$ cat src/rtl/bcd_subtractor_seq.sv
// Sequential digit-serial BCD subtractor: DIFF = |A - B| in BCD, NEG = (A < B).
// Optional invalid-nibble check is compiled in with `define BCD_DIGIT_CHECK_EN.
module bcd_subtractor_seq #(
    parameter int DIGITS = 2
) (
    input  logic                  Clock,
    input  logic                  Resetn,
    input  logic                  Start,
    input  logic [4*DIGITS-1:0]   A,
    input  logic [4*DIGITS-1:0]   B,
    output logic [4*DIGITS-1:0]   DIFF,
    output logic                  NEG,
    output logic                  Busy,
    output logic                  Done,
    output logic                  Error
);

    localparam int W     = 4 * DIGITS;
    localparam int IDX_W = (DIGITS > 1) ? $clog2(DIGITS) : 1;

    typedef enum logic [1:0] {
        IDLE,
        SUB,
        FIX,
        DONE
    } state_t;

    state_t             state;
    state_t             next_state;
    logic [W-1:0]       a_reg;
    logic [W-1:0]       b_reg;
    logic [IDX_W-1:0]   idx;
    logic               borrow;

    logic [3:0]         a_dig;
    logic [3:0]         b_dig;
    logic signed [4:0]  t;
    logic [3:0]         d;
    logic               borrow_out;
    logic               last;
    logic               invalid;

    // Result digits enter at the top and slide down, so after DIGITS steps
    // the first (least-significant) digit sits in the bottom nibble.
    function automatic logic [W-1:0] shift_in(input logic [W-1:0] cur,
                                              input logic [3:0]   dig);
        logic [W-1:0] r;
        r = cur >> 4;
        r[W-1 -: 4] = dig;
        return r;
    endfunction

`ifdef BCD_DIGIT_CHECK_EN
    always_comb begin
        invalid = 1'b0;
        for (int i = 0; i < DIGITS; i++) begin
            if (A[i*4 +: 4] > 4'd9 || B[i*4 +: 4] > 4'd9)
                invalid = 1'b1;
        end
    end
`else
    assign invalid = 1'b0;
`endif

    // One digit step: SUB works on the captured operands, FIX on 0 - DIFF.
    always_comb begin
        // NOTE: every always_comb output gets a default first so that no
        // path through the case statement can leave it unassigned (a latch).
        a_dig = 4'd0;
        b_dig = 4'd0;
        case (state)
            SUB: begin
                a_dig = a_reg[3:0];
                b_dig = b_reg[3:0];
            end
            FIX: begin
                a_dig = 4'd0;
                b_dig = DIFF[3:0];
            end
            default: ;
        endcase
        t          = $signed({1'b0, a_dig}) - $signed({1'b0, b_dig})
                   - $signed({4'b0000, borrow});
        borrow_out = t[4];
        d          = t[4] ? (t[3:0] + 4'd10) : t[3:0];
        last       = (idx == IDX_W'(DIGITS - 1));
    end

    always_comb begin
        next_state = state;
        Busy       = (state != IDLE);
        Done       = (state == DONE);
        case (state)
            IDLE: begin
                if (Start)
                    next_state = SUB;
            end
            SUB: begin
`ifdef BCD_DIGIT_CHECK_EN
                // A rejected operand pair skips arithmetic: Done after edge 1.
                if (Error)
                    next_state = DONE;
                else
`endif
                if (last)
                    next_state = borrow_out ? FIX : DONE;
            end
            FIX: begin
                if (last)
                    next_state = DONE;
            end
            DONE: begin
                next_state = IDLE;
            end
            default: begin
                next_state = IDLE;
            end
        endcase
    end

    // NOTE: sequential state uses non-blocking assignments only, so every
    // register samples the pre-edge values regardless of statement order.
    always_ff @(posedge Clock) begin
        if (!Resetn)
            state <= IDLE;
        else
            state <= next_state;
    end

    always_ff @(posedge Clock) begin
        if (!Resetn) begin
            a_reg  <= '0;
            b_reg  <= '0;
            DIFF   <= '0;
            NEG    <= 1'b0;
            Error  <= 1'b0;
            idx    <= '0;
            borrow <= 1'b0;
        end else begin
            case (state)
                IDLE: begin
                    if (Start) begin
                        a_reg  <= A;
                        b_reg  <= B;
                        idx    <= '0;
                        borrow <= 1'b0;
                        Error  <= invalid;
                        if (invalid) begin
                            DIFF <= '0;
                            NEG  <= 1'b0;
                        end
                    end
                end
                SUB: begin
                    if (!Error) begin
                        a_reg <= a_reg >> 4;
                        b_reg <= b_reg >> 4;
                        DIFF  <= shift_in(DIFF, d);
                        if (last) begin
                            idx    <= '0;
                            borrow <= 1'b0;
                            NEG    <= borrow_out;
                        end else begin
                            idx    <= idx + IDX_W'(1);
                            borrow <= borrow_out;
                        end
                    end
                end
                FIX: begin
                    DIFF <= shift_in(DIFF, d);
                    if (last) begin
                        idx    <= '0;
                        borrow <= 1'b0;
                    end else begin
                        idx    <= idx + IDX_W'(1);
                        borrow <= borrow_out;
                    end
                end
                default: ;
            endcase
        end
    end

endmodule

$ cat config.mk
export PLATFORM = sky130hd
export DESIGN_NAME = bcd_subtractor_seq
export DESIGN_NICKNAME = d
export VERILOG_FILES = /design/src/rtl/bcd_subtractor_seq.sv
export SDC_FILE = /design/constraint.sdc
export NUM_CORES = 1
export LEC_CHECK = 0
export BUFFER_PORTS_ARGS = -buffer_cell sky130_fd_sc_hd__buf_4
export CAP_MARGIN = 30
export CORE_MARGIN = 1.5
export CORE_UTILIZATION = 54
export CTS_CLUSTER_DIAMETER = 30
export DETAILED_ROUTE_END_ITERATION = 10
export PLACE_DENSITY = 0.76
export SLEW_MARGIN = 20
export SYNTH_ARGS = -nofsm -noshare
export SYNTH_HDL_FRONTEND = slang
export SYNTH_SLANG_ARGS = --single-unit
$ cat constraint.sdc
create_clock -name Clock -period 3.8 [get_ports Clock]
set_clock_uncertainty 0.05 [all_clocks]
set_input_delay 0.38 -clock Clock [delete_from_list [all_inputs] [get_ports Clock]]
set_output_delay 0.38 -clock Clock [all_outputs]
set_load 0.01 [all_outputs]
==> results of run 1 <==
[worst min-delay path by stage]
| stage | startpoint | to | slack [ns] | cells past startpoint |
|---|---|---|---|---|
| global placement | DIFF[4]$_SDFFE_PN0P_ | DIFF[4]$_SDFFE_PN0P_ | 0.43 | 2 |
| detailed placement | b_reg[0]$_SDFFE_PN0P_ | b_reg[0]$_SDFFE_PN0P_ | 0.44 | 2 |
| global route | A[5] | a_reg[5]$_SDFFE_PN0P_ | 0.24 | 3 |
| finish | B[4] | b_reg[4]$_SDFFE_PN0P_ | 0.23 | 3 |
| floorplan | idx$_SDFFE_PN0P_ | idx$_SDFFE_PN0P_ | 0.42 | 2 |
| CTS | B[6] | b_reg[6]$_SDFFE_PN0P_ | 0.22 | 3 |
[Yosys cell counts (all sizes together)]
master,instances
clkbuf,3
nor3,1
nand3b,1
xnor2,2
o221a,1
buf,6
nand2,7
a211oi,10
fa,2
a22o,1
and3b,1
conb,1
a22oi,11
a21boi,1
a21bo,1
ha,10
o21a,2
mux2i,15
o21ai,7
a2bb2oi,2
nand2b,2
nand3,1
nor2,27
nor2b,3
clkinv,1
a21oi,5
nor3b,1
and3,1
dfxtp,29
a311oi,1
inv,8
[worst max-delay path: cells and delay by family, from the launching register on]
kind                     cells  cell delay, ns
flip-flops                   1            0.45
buffers and inverters        1            0.09
AND/OR/NAND/NOR              1            0.09
adder cells (fa/ha/maj)      3            1.18
AO/OA/AOI/OAI                4            0.80
multiplexers                 1            0.22
[cell families (layout without fill, tap and decap cells)]
family / after synthesis / after routing / share of synthesized area (%)
flip-flops: 29 / 29 / 38.2
AND/OR/NAND/NOR: 45 / 45 / 13.3
buffers and inverters: 18 / 47 / 5.27
multiplexers: 15 / 15 / 9.88
adder cells (fa/ha/maj): 12 / 12 / 10.9
XOR/XNOR: 2 / 2 / 1.15
other: 1 / 1 / 0.247
AO/OA/AOI/OAI: 42 / 42 / 21.1
[stage by stage]
stage | cells | hold slack, ns | setup WS (ns) | instance area, um^2
final | 224 | 0.230 | 0.820 | 1820
after global routing | 224 | 0.237 | 0.612 | 1820
after global placement | 216 | 0.432 | 0.944 | 1740
after detailed placement | 216 | 0.442 | 0.820 | 1740
after CTS | 224 | 0.217 | 0.793 | 1820
after floorplan | 164 | 0.421 | 0.937 | 1520
[power by group through the flow]
stage | registers (W) | clock network, W | logic (W)
2_1_floorplan | 0.000474 | 0 | 0.000615
3_3_place_gp | 0.000479 | 0 | 0.000758
3_5_place_dp | 0.000481 | 0 | 0.000788
4_1_cts | 0.000474 | 0.000273 | 0.000791
5_1_grt | 0.000487 | 0.000285 | 0.000876
6_report | 0.000474 | 0.000267 | 0.000784
[per-layer routing]
| metal | track usage, % | share of wire, % | vias to the layer above | routed length (um) |
|---|---|---|---|---|
| li1 | - | - | 633 | - |
| met1 | 24.7 | 47 | 545 | 1350 |
| met2 | 32.6 | 47 | 30 | 1330 |
| met3 | 6.98 | 4.8 | 5 | 136 |
| met4 | 6.12 | 1.2 | 0 | 35 |
| met5 | 0 | 0 | - | 0 |
[cells in the final DEF (no fill, tap or decap)]
cell                        count
sky130_fd_sc_hd__a22oi_1       11
sky130_fd_sc_hd__o21a_1         1
sky130_fd_sc_hd__nand3_1        1
sky130_fd_sc_hd__fa_1           2
sky130_fd_sc_hd__a311oi_1       1
sky130_fd_sc_hd__conb_1         1
sky130_fd_sc_hd__nand3b_1       1
sky130_fd_sc_hd__o21ai_1        3
sky130_fd_sc_hd__xnor2_1        2
sky130_fd_sc_hd__a22o_1         1
sky130_fd_sc_hd__nor2_1        27
sky130_fd_sc_hd__a21oi_1        5
sky130_fd_sc_hd__nor3_1         1
sky130_fd_sc_hd__mux2i_1       15
sky130_fd_sc_hd__a211oi_2       1
sky130_fd_sc_hd__bufinv_16      1
sky130_fd_sc_hd__clkbuf_4       5
sky130_fd_sc_hd__buf_4         30
sky130_fd_sc_hd__nand2b_1       2
sky130_fd_sc_hd__o21a_2         1
sky130_fd_sc_hd__a21bo_2        1
sky130_fd_sc_hd__ha_1          10
sky130_fd_sc_hd__and3_1         1
sky130_fd_sc_hd__clkbuf_1       1
sky130_fd_sc_hd__dfxtp_1       29
sky130_fd_sc_hd__inv_1          8
sky130_fd_sc_hd__clkinv_1       1
sky130_fd_sc_hd__nand2_1        7
sky130_fd_sc_hd__a2bb2oi_1      1
sky130_fd_sc_hd__nor3b_1        1
sky130_fd_sc_hd__and3b_4        1
sky130_fd_sc_hd__a211oi_1       9
sky130_fd_sc_hd__o221a_1        1
sky130_fd_sc_hd__a2bb2oi_4      1
sky130_fd_sc_hd__nor2b_1        3
sky130_fd_sc_hd__o21ai_0        4
sky130_fd_sc_hd__a21boi_0       1
sky130_fd_sc_hd__clkbuf_8       1
[cell type report]
| cell class | count | share of cell area, % |
|---|---|---|
| well taps | 31 | 2.13 |
| clock buffers | 7 | 3.02 |
| flip-flops and latches | 29 | 31.8 |
| multi-input cells | 117 | 47.2 |
| clock inverters | 1 | 1.65 |
| inverters | 9 | 1.85 |
| repair buffers | 30 | 12.4 |
==> results.py, run 1 <==
metrics = {
    "finish": {
        "areaGrowthSynthToFinish_pct": 19.9,
        "final_net_count": 223,
        "layout-drive-gt1-share_pct": 21.8,
        "count_of_inserted_antenna_diode_cells": 0,
        "multiInputGateArea_um2": 860,
        "register_area_um2": 581,
        "filler_cell_count": 229,
        "final_core_util_pct": 67.3,
    },
    "yosys": {
        "yosys.area.top_type": "sky130_fd_sc_hd__dfxtp_1",
        "synth_cell_type_count": 38,
        "syn-cell-area_um2": 1520,
        "post_synth.cell_area_avg_um2": 9.27,
        "synth_cells": 164,
        "synth_seq_area_share_pct": 38.2,
        "ys.warnings.count": 0,
        "yosysTopAreaCellShare_pct": 38.2,
        "synth_top_cells_by_area": "sky130_fd_sc_hd__dfxtp_1, sky130_fd_sc_hd__mux2i_1, sky130_fd_sc_hd__ha_1, sky130_fd_sc_hd__nor2_1, sky130_fd_sc_hd__a22oi_1",
        "postSynthNetCount": 195,
        "yosys_register_bits": 29,
    },
    "global_route": {
        "antenna_violations_before_repair": 0,
        "grt_first_pass_wirelength_mm": 4.93,
        "grt_util_all_layers_pct": 20.0,
        "globalRouteOverflowTotal": 0,
        "grt_start_max_net_pins": 27,
        "first_global_vias": 1101,
    },
    "job": {
        "max_cap_viol_count": 0,
    },
    "critical_path": {
        "critPathRequiredTime_ns": 3.98,
        "worst_ep_arrival_time_ns": 3.16,
        "worst-r2r-cell-count": 10,
        "timing.critical_path.from_type": "register",
        "worst_setup_path_endpoint": "DIFF[6]$_SDFFE_PN0P_",
        "worst_r2r_startpoint": "state[0]$_SDFFE_PN0P_",
        "critical_path.most_common_cell": "sky130_fd_sc_hd__fa_1",
        "cp-end-kind": "register",
        "r2r-end": "DIFF[6]$_SDFFE_PN0P_",
        "reg2reg_setup_slack_ns": 0.82,
        "path_cells": "inv_1 -> ha_1 -> a22oi_1 -> nor2b_1 -> fa_1 -> fa_1 -> a21bo_2 -> a2bb2oi_4 -> mux2i_1 -> a21oi_1",
        "cp_slowest_stage_delay_ns": 0.47,
        "timing.critical_path.fanout_max": 7,
        "worst_path_max_delay_cell": "sky130_fd_sc_hd__fa_1",
        "crit_path_start": "state[0]$_SDFFE_PN0P_",
        "path_class": "reg -> reg",
    },
    "power_and_ir_drop": {
        "power.share.sequential_pct": 31.1,
        "power_w": 0.00152,
        "switching_power_w": 0.000607,
        "share_clk_of_total_power_pct": 17.5,
        "cell_internal_pwr_w": 0.000917,
        "combinationalPowerShare_pct": 51.4,
        "power_switching_share_pct": 39.8,
        "power_leakage_nw": 0.792,
        "cellPowerDensity_nw_per_um2": 836,
        "vdd_drop_max_v": 0.000605,
    },
    "cts": {
        "holdBufCountCts": 0,
        "clock_tree.htree_level_count": 2,
        "numCtsBuffers": 5,
        "cts_max_path_buffers": 2,
        "clk_root_buffer_cell": "sky130_fd_sc_hd__clkbuf_4",
        "clkSlewWorstSetupHoldPaths_ns": 0.10,
        "cts_tree": "yes",
        "postCtsResizedCells": 0,
        "worst_skew_pair.late_latency_ns": 0.33,
        "tritoncts_num_sinks": 29,
        "postCtsSetupRepairBufs": 0,
    },
    "placed_design": {
        "place.gp.congestion": 0.884,
        "place_hpwl_mm": 2.16,
        "placement.io_buffers": 29,
    },
    "drt": {
        "via_per_inst": 5.42,
        "drt.antenna.violating_nets": 0,
        "avgRoutedWirePerCell_um": 12.7,
        "drt_pass1_iterations": 5,
        "via_count": 1213,
        "postRouteWirelength_mm": 2.85,
        "remaining_drc_errors": 0,
        "number_of_drc_markers_in_iteration_0": 24,
    },
    "floorplanning": {
        "fp.dieH_um": 56.1,
        "coreArea_um2": 2710,
        "die_w_um": 56.1,
        "floorplan.rows": 19,
        "design.die.area_um2": 3140,
        "floorplan.io_pins": 31,
        "starting_density_pct": 56.1,
    },
    "sta": {
        "setup_violations": 0,
        "totalNegativeSetupSlack_ns": 0,
        "timing.final.max_slew_violations": 0,
        "layout_min_cycle_time_ns": 2.98,
        "tightest_slew_ns": 0.713,
        "timing.fmax_mhz": 336,
        "final-hold-violation-count": 0,
        "finalCritPeriodShare_pct": 78.4,
        "slew_headroom_pct": 52.2,
        "unrepaired_setup_endpoints_after_global_routing": "no",
    },
    "outcome": {
        "status": "finished clean",
    },
    "hold_path": {
        "worstHoldPathType": "in -> reg",
    },
}
No activity file was read; power rests on OpenSTA's default activity.
==> inputs of run 2 (changes only) <==
- CORE_UTILIZATION: 54 -> 48
- PLACE_DENSITY: 0.76 -> 0.71
- clock period: 3.8 -> 2.5 ns (I/O delays scaled with it)
==> run 2 against run 1 <==
  * The flow now finishes with violations (setup timing)
  * Worst hold slack got worse by 0.13 ns
  * Clock-buffer cell count unchanged
  * Critical path type unchanged
  * Die area increased by 12%
==> results.py, run 2 (same netlist as run 1, synthesis figures left out) <==
metrics = {
    "sta": {
        "finalCritPeriodShare_pct": 102,
        "unrepaired_setup_endpoints_after_global_routing": "yes",
        "finalWorstSetupSlack_ns": -0.0603,
        "tightest_slew_ns": 0.745,
        "totalNegativeSetupSlack_ns": -0.144,
        "final-hold-violation-count": 0,
        "slew_headroom_pct": 50.0,
        "timing.fmax_mhz": 391,
        "setup_violations": 4,
        "timing.final.max_slew_violations": 0,
        "layout_min_cycle_time_ns": 2.56,
    },
    "cts": {
        "worst_skew_pair.late_latency_ns": 0.33,
        "holdBufCountCts": 0,
        "numCtsBuffers": 5,
        "clock_tree.htree_level_count": 2,
        "clk_root_buffer_cell": "sky130_fd_sc_hd__clkbuf_4",
        "cts_tree": "yes",
        "clkSlewWorstSetupHoldPaths_ns": 0.09,
        "cts_max_path_buffers": 2,
        "tritoncts_num_sinks": 29,
    },
    "critical_path": {
        "timing.critical_path.from_type": "register",
        "cp-end-kind": "register",
        "path_class": "reg -> reg",
        "timing.critical_path.fanout_max": 7,
        "worst_r2r_startpoint": "state[0]$_SDFFE_PN0P_",
        "critPathRequiredTime_ns": 2.68,
        "r2r-end": "DIFF[6]$_SDFFE_PN0P_",
        "worst-r2r-cell-count": 10,
        "reg2reg_setup_slack_ns": -0.06,
        "worst_ep_arrival_time_ns": 2.74,
    },
    "power_and_ir_drop": {
        "power_leakage_nw": 0.849,
        "cellPowerDensity_nw_per_um2": 1300,
        "vdd_drop_max_v": 0.000645,
    },
    "floorplanning": {
        "starting_density_pct": 50.2,
        "coreArea_um2": 3030,
        "die_w_um": 59.3,
        "design.die.area_um2": 3510,
        "floorplan.io_pins": 31,
        "floorplan.rows": 20,
        "fp.dieH_um": 59.3,
    },
    "drt": {
        "remaining_drc_errors": 0,
        "drt.antenna.violating_nets": 0,
        "via_per_inst": 5.21,
        "postRouteWirelength_mm": 3.22,
        "number_of_drc_markers_in_iteration_0": 41,
        "via_count": 1287,
        "drt_pass1_iterations": 4,
        "avgRoutedWirePerCell_um": 13.0,
    },
    "placed_design": {
        "place_hpwl_mm": 2.42,
        "place.gp.congestion": 0.868,
        "post_dp_cell_area_um2": 1830,
        "placement.io_buffers": 29,
        "placed_cell_count": 234,
    },
    "finish": {
        "leading_cell_type_in_the_layout_fill_and_taps_excluded": "sky130_fd_sc_hd__buf_4",
        "final_net_count": 233,
        "final_instance_area_um2": 2000,
        "layout_common_cells": "sky130_fd_sc_hd__buf_4, sky130_fd_sc_hd__dfxtp_1, sky130_fd_sc_hd__nor2_1, sky130_fd_sc_hd__mux2i_1",
        "layout-drive-gt1-share_pct": 33.0,
        "count_of_inserted_antenna_diode_cells": 0,
        "final_cells": 247,
        "areaGrowthSynthToFinish_pct": 31.6,
    },
    "job": {
        "max_cap_viol_count": 0,
    },
    "hold_path": {
        "whs_path_depth": 3,
        "worstHoldPathType": "in -> reg",
        "hold_end": "b_reg[4]$_SDFFE_PN0P_",
        "startpoint_of_the_tightest_hold_check_path": "B[4]",
    },
    "global_route": {
        "globalRouteOverflowTotal": 0,
        "grt_util_all_layers_pct": 21.4,
        "grt_start_max_net_pins": 27,
        "antenna_violations_before_repair": 0,
        "grt_first_pass_wirelength_mm": 5.55,
        "first_global_vias": 1251,
    },
    "outcome": {
        "status": "complete, but fails checks",
        "failed_checks": "setup timing",
    },
}
## run 2: cell type report
cell class / count / area, um^2
Clock inverter: 1 / 30.0
Clock buffer: 7 / 55.1
Timing Repair Buffer: 40 / 300
Sequential cell: 29 / 588
Multi-Input combinational cell: 117 / 933
Fill cell: 273 / 1030
Inverter: 9 / 38.8
Tap cell: 44 / 55.1
## run 2: critical path, cell delays in order, from the launching register on
cell,delay [ns]
sky130_fd_sc_hd__dfxtp_4,0.39
sky130_fd_sc_hd__inv_4,0.05
sky130_fd_sc_hd__ha_4,0.16
sky130_fd_sc_hd__a22oi_2,0.19
sky130_fd_sc_hd__nor2b_4,0.06
sky130_fd_sc_hd__fa_2,0.35
sky130_fd_sc_hd__fa_2,0.38
sky130_fd_sc_hd__a21bo_2,0.25
sky130_fd_sc_hd__a2bb2oi_4,0.25
sky130_fd_sc_hd__mux2i_1,0.23
sky130_fd_sc_hd__a21oi_1,0.09
## run 2: metal layers
layer | global-route usage (%) | vias up | part of all wire, %
met1 | 25.6 | 593 | 43
li1 | - | 653 | -
met2 | 35.0 | 35 | 49
met3 | 6.77 | 6 | 5.8
met5 | 0 | - | 0
met4 | 9.42 | 0 | 1.7
## run 2: worst max path at each step
stage / startpoint / endpoint / slack (ns) / depth (start not counted)
4_1_cts: state[0]$_SDFFE_PN0P_ / DIFF[6]$_SDFFE_PN0P_ / -0.06 / 10
3_5_place_dp: state[0]$_SDFFE_PN0P_ / DIFF[6]$_SDFFE_PN0P_ / -0.09 / 10
5_1_grt: state[0]$_SDFFE_PN0P_ / DIFF[6]$_SDFFE_PN0P_ / -0.18 / 10
3_3_place_gp: state[0]$_SDFFE_PN0P_ / DIFF[6]$_SDFFE_PN0P_ / -0.003 / 10
6_report: state[0]$_SDFFE_PN0P_ / DIFF[6]$_SDFFE_PN0P_ / -0.06 / 10
2_1_floorplan: state[1]$_SDFFE_PN0P_ / DIFF[7]$_SDFFE_PN0P_ / 0.003 / 11
## run 2: power by group
| group | switching, W | internal, W |
|---|---|---|
| Clock | 0.000161 | 0.000239 |
| Sequential | 0.000124 | 0.000626 |
| Combinational | 0.000734 | 0.000714 |
## run 2: through the flow
step / hold WS (ns) / util (%) / total power [W] / setup WS [ns]
global route: 0.105 / 66.1 / 0.00281 / -0.179
detailed placement: 0.444 / 60.5 / 0.00207 / -0.0948
CTS: 0.0869 / 65.2 / 0.00256 / -0.0647
global placement: 0.437 / 60.5 / 0.00202 / -0.00288
finish: 0.0957 / 66.1 / 0.00260 / -0.0603
floorplan: 0.338 / - / 0.00175 / 0.00292
## run 2: repair_timing
action / 4_1_cts / 5_1_grt
setup endpoints to repair: 5 / 6
setup buffers: 4 / 1
pin swaps: 3 / 2
resized for setup: 5 / 4
==> inputs of run 3 (changes only) <==
- CORE_UTILIZATION: 48 -> 55
- CTS_CLUSTER_DIAMETER: 30 -> default
- PLACE_DENSITY: 0.71 -> 0.77
- clock period: 2.5 -> 3.1 ns (I/O delays scaled with it)
==> run 3 against run 2 <==
  * The flow now finishes without violations
  * Routed wire length fell by 4.7%
  * Global-route usage rose by 0.29 points
  * Worst setup slack improved by 0.26 ns
  * Design area shrank 9.6%
  * First-iteration DRC count shrank 12%
  * Non-clock buffer count is 8 lower
  * Register-to-register slack better by 0.26 ns
  * Combinational power down 33%
  * Die area decreased by 12%
  * Worst hold slack better by 0.068 ns
  * Critical path type unchanged
  * Largest power group unchanged
==> results.py, run 3 (same netlist as run 1, synthesis figures left out) <==
metrics = {
    "drt": {
        "remaining_drc_errors": 0,
        "via_per_inst": 5.63,
        "number_of_drc_markers_in_iteration_0": 36,
        "via_count": 1260,
        "postRouteWirelength_mm": 3.07,
        "drt.antenna.violating_nets": 0,
        "drt_pass1_iterations": 4,
        "avgRoutedWirePerCell_um": 13.7,
    },
    "global_route": {
        "grt_util_all_layers_pct": 21.7,
        "grt_first_pass_wirelength_mm": 5.31,
        "grt_start_max_net_pins": 27,
        "antenna_violations_before_repair": 0,
        "first_global_vias": 1217,
        "globalRouteOverflowTotal": 0,
    },
    "sta": {
        "layout_min_cycle_time_ns": 2.91,
        "slew_headroom_pct": 51.4,
        "unrepaired_setup_endpoints_after_global_routing": "no",
        "final-hold-violation-count": 0,
        "whs_ns": 0.164,
        "tightest_slew_ns": 0.725,
        "setup_violations": 0,
        "finalWorstSetupSlack_ns": 0.195,
        "finalCritPeriodShare_pct": 93.7,
        "timing.final.max_slew_violations": 0,
        "totalNegativeSetupSlack_ns": 0,
        "timing.fmax_mhz": 344,
    },
    "finish": {
        "filler_cell_count": 218,
        "count_of_inserted_antenna_diode_cells": 0,
        "layout_common_cells": "sky130_fd_sc_hd__buf_4, sky130_fd_sc_hd__dfxtp_1, sky130_fd_sc_hd__nor2_1, sky130_fd_sc_hd__mux2i_1, sky130_fd_sc_hd__a22oi_1",
        "areaGrowthSynthToFinish_pct": 18.9,
        "leading_cell_type_in_the_layout_fill_and_taps_excluded": "sky130_fd_sc_hd__buf_4",
        "final_net_count": 225,
        "layout-drive-gt1-share_pct": 22.7,
    },
    "critical_path": {
        "cp-end-kind": "register",
        "cp_slowest_stage_delay_ns": 0.47,
        "path_class": "reg -> reg",
        "worst_ep_arrival_time_ns": 3.08,
        "critical_path.most_common_cell": "sky130_fd_sc_hd__fa_1",
        "path_cells": "inv_1 -> ha_1 -> a22oi_1 -> nor2b_1 -> fa_1 -> fa_1 -> a21bo_2 -> a2bb2oi_4 -> mux2i_1 -> a21oi_1",
        "timing.critical_path.from_type": "register",
        "worst_path_max_delay_cell": "sky130_fd_sc_hd__fa_1",
        "crit_buf_inv": 1,
        "timing.critical_path.fanout_max": 7,
        "critPathTopFamily": "adder cells",
        "critPathRequiredTime_ns": 3.27,
    },
    "floorplanning": {
        "design.die.area_um2": 3090,
        "floorplan.rows": 18,
        "floorplan.io_pins": 31,
        "starting_density_pct": 59.7,
        "die_w_um": 55.6,
        "coreArea_um2": 2540,
        "fp.dieH_um": 55.6,
    },
    "job": {
        "max_cap_viol_count": 0,
    },
    "placed_design": {
        "post-place-ws_ns": 0.141,
        "placement.io_buffers": 29,
        "place.gp.congestion": 0.923,
        "place_hpwl_mm": 2.29,
    },
    "cts": {
        "clkSlewWorstSetupHoldPaths_ns": 0.09,
        "cts_tree": "yes",
        "clk_root_buffer_cell": "sky130_fd_sc_hd__clkbuf_4",
        "holdBufCountCts": 0,
        "tritoncts_num_sinks": 29,
        "numCtsBuffers": 5,
        "cts_max_path_buffers": 2,
        "worst_skew_pair.late_latency_ns": 0.33,
        "clock_tree.htree_level_count": 2,
    },
    "power_and_ir_drop": {
        "power_w": 0.00180,
        "power_leakage_nw": 0.789,
        "cellPowerDensity_nw_per_um2": 993,
        "vdd_drop_max_v": 0.000611,
    },
    "hold_path": {
        "worstHoldPathType": "in -> reg",
    },
    "outcome": {
        "status": "finished clean",
    },
}
[run 3: timing repair]
item / 4_1_cts / 5_1_grt
buffers inserted: 0 / 0
gates resized for setup: 0 / 1
endpoints found under the setup margin: 0 / 3
[run 3: final timing paths]
path	startpoint	end	slack (ns)	cells past startpoint
hold reg to reg	b_reg[1]$_SDFFE_PN0P_	b_reg[1]$_SDFFE_PN0P_	0.47	2
setup reg to reg	state[1]$_SDFFE_PN0P_	DIFF[6]$_SDFFE_PN0P_	0.19	10
setup / recovery	state[1]$_SDFFE_PN0P_	DIFF[6]$_SDFFE_PN0P_	0.19	10
hold / removal	A[7]	a_reg[7]$_SDFFE_PN0P_	0.16	3
[run 3: power by group]
group / total, W / switching, W / internal (W)
Combinational: 0.000976 / 0.000533 / 0.000443
Clock: 0.000233 / 0.000126 / 0.000107
Sequential: 0.000587 / 0.0000883 / 0.000498
Total: 0.00180 / 0.000748 / 0.00105
[run 3: cell type report]
| cell class | instances | area [um^2] | area share [%] |
|---|---|---|---|
| inverter | 9 | 33.8 | 1.87 |
| timing repair buffer | 32 | 240 | 13.3 |
| sequential | 29 | 582 | 32.2 |
| tap | 30 | 37.5 | 2.08 |
| multi-input combinational | 117 | 860 | 47.5 |
| clock buffer | 7 | 55.1 | 3.04 |
[run 3: through the flow]
stage	instance area, um^2	std cells	util [%]
2_1_floorplan	1520	164	-
3_3_place_gp	1750	217	68.8
3_5_place_dp	1750	217	68.8
4_1_cts	1810	224	71.0
5_1_grt	1810	224	71.0
6_report	1810	224	71.0
[run 3: routing by layer]
layer	GRT usage [%]	up-vias	share of wire, %
met5	0	-	0
met4	10.5	0	1.9
met3	5.12	8	4.4
met2	37.9	31	50
met1	24.7	582	43
li1	-	639	-
[run 3: worst min-delay path, delay by kind of cell]
kind | cells | cell delay (ns)
compound gates | 1 | 0.05
simple gates | 1 | 0.08
buf+inv | 1 | 0.07
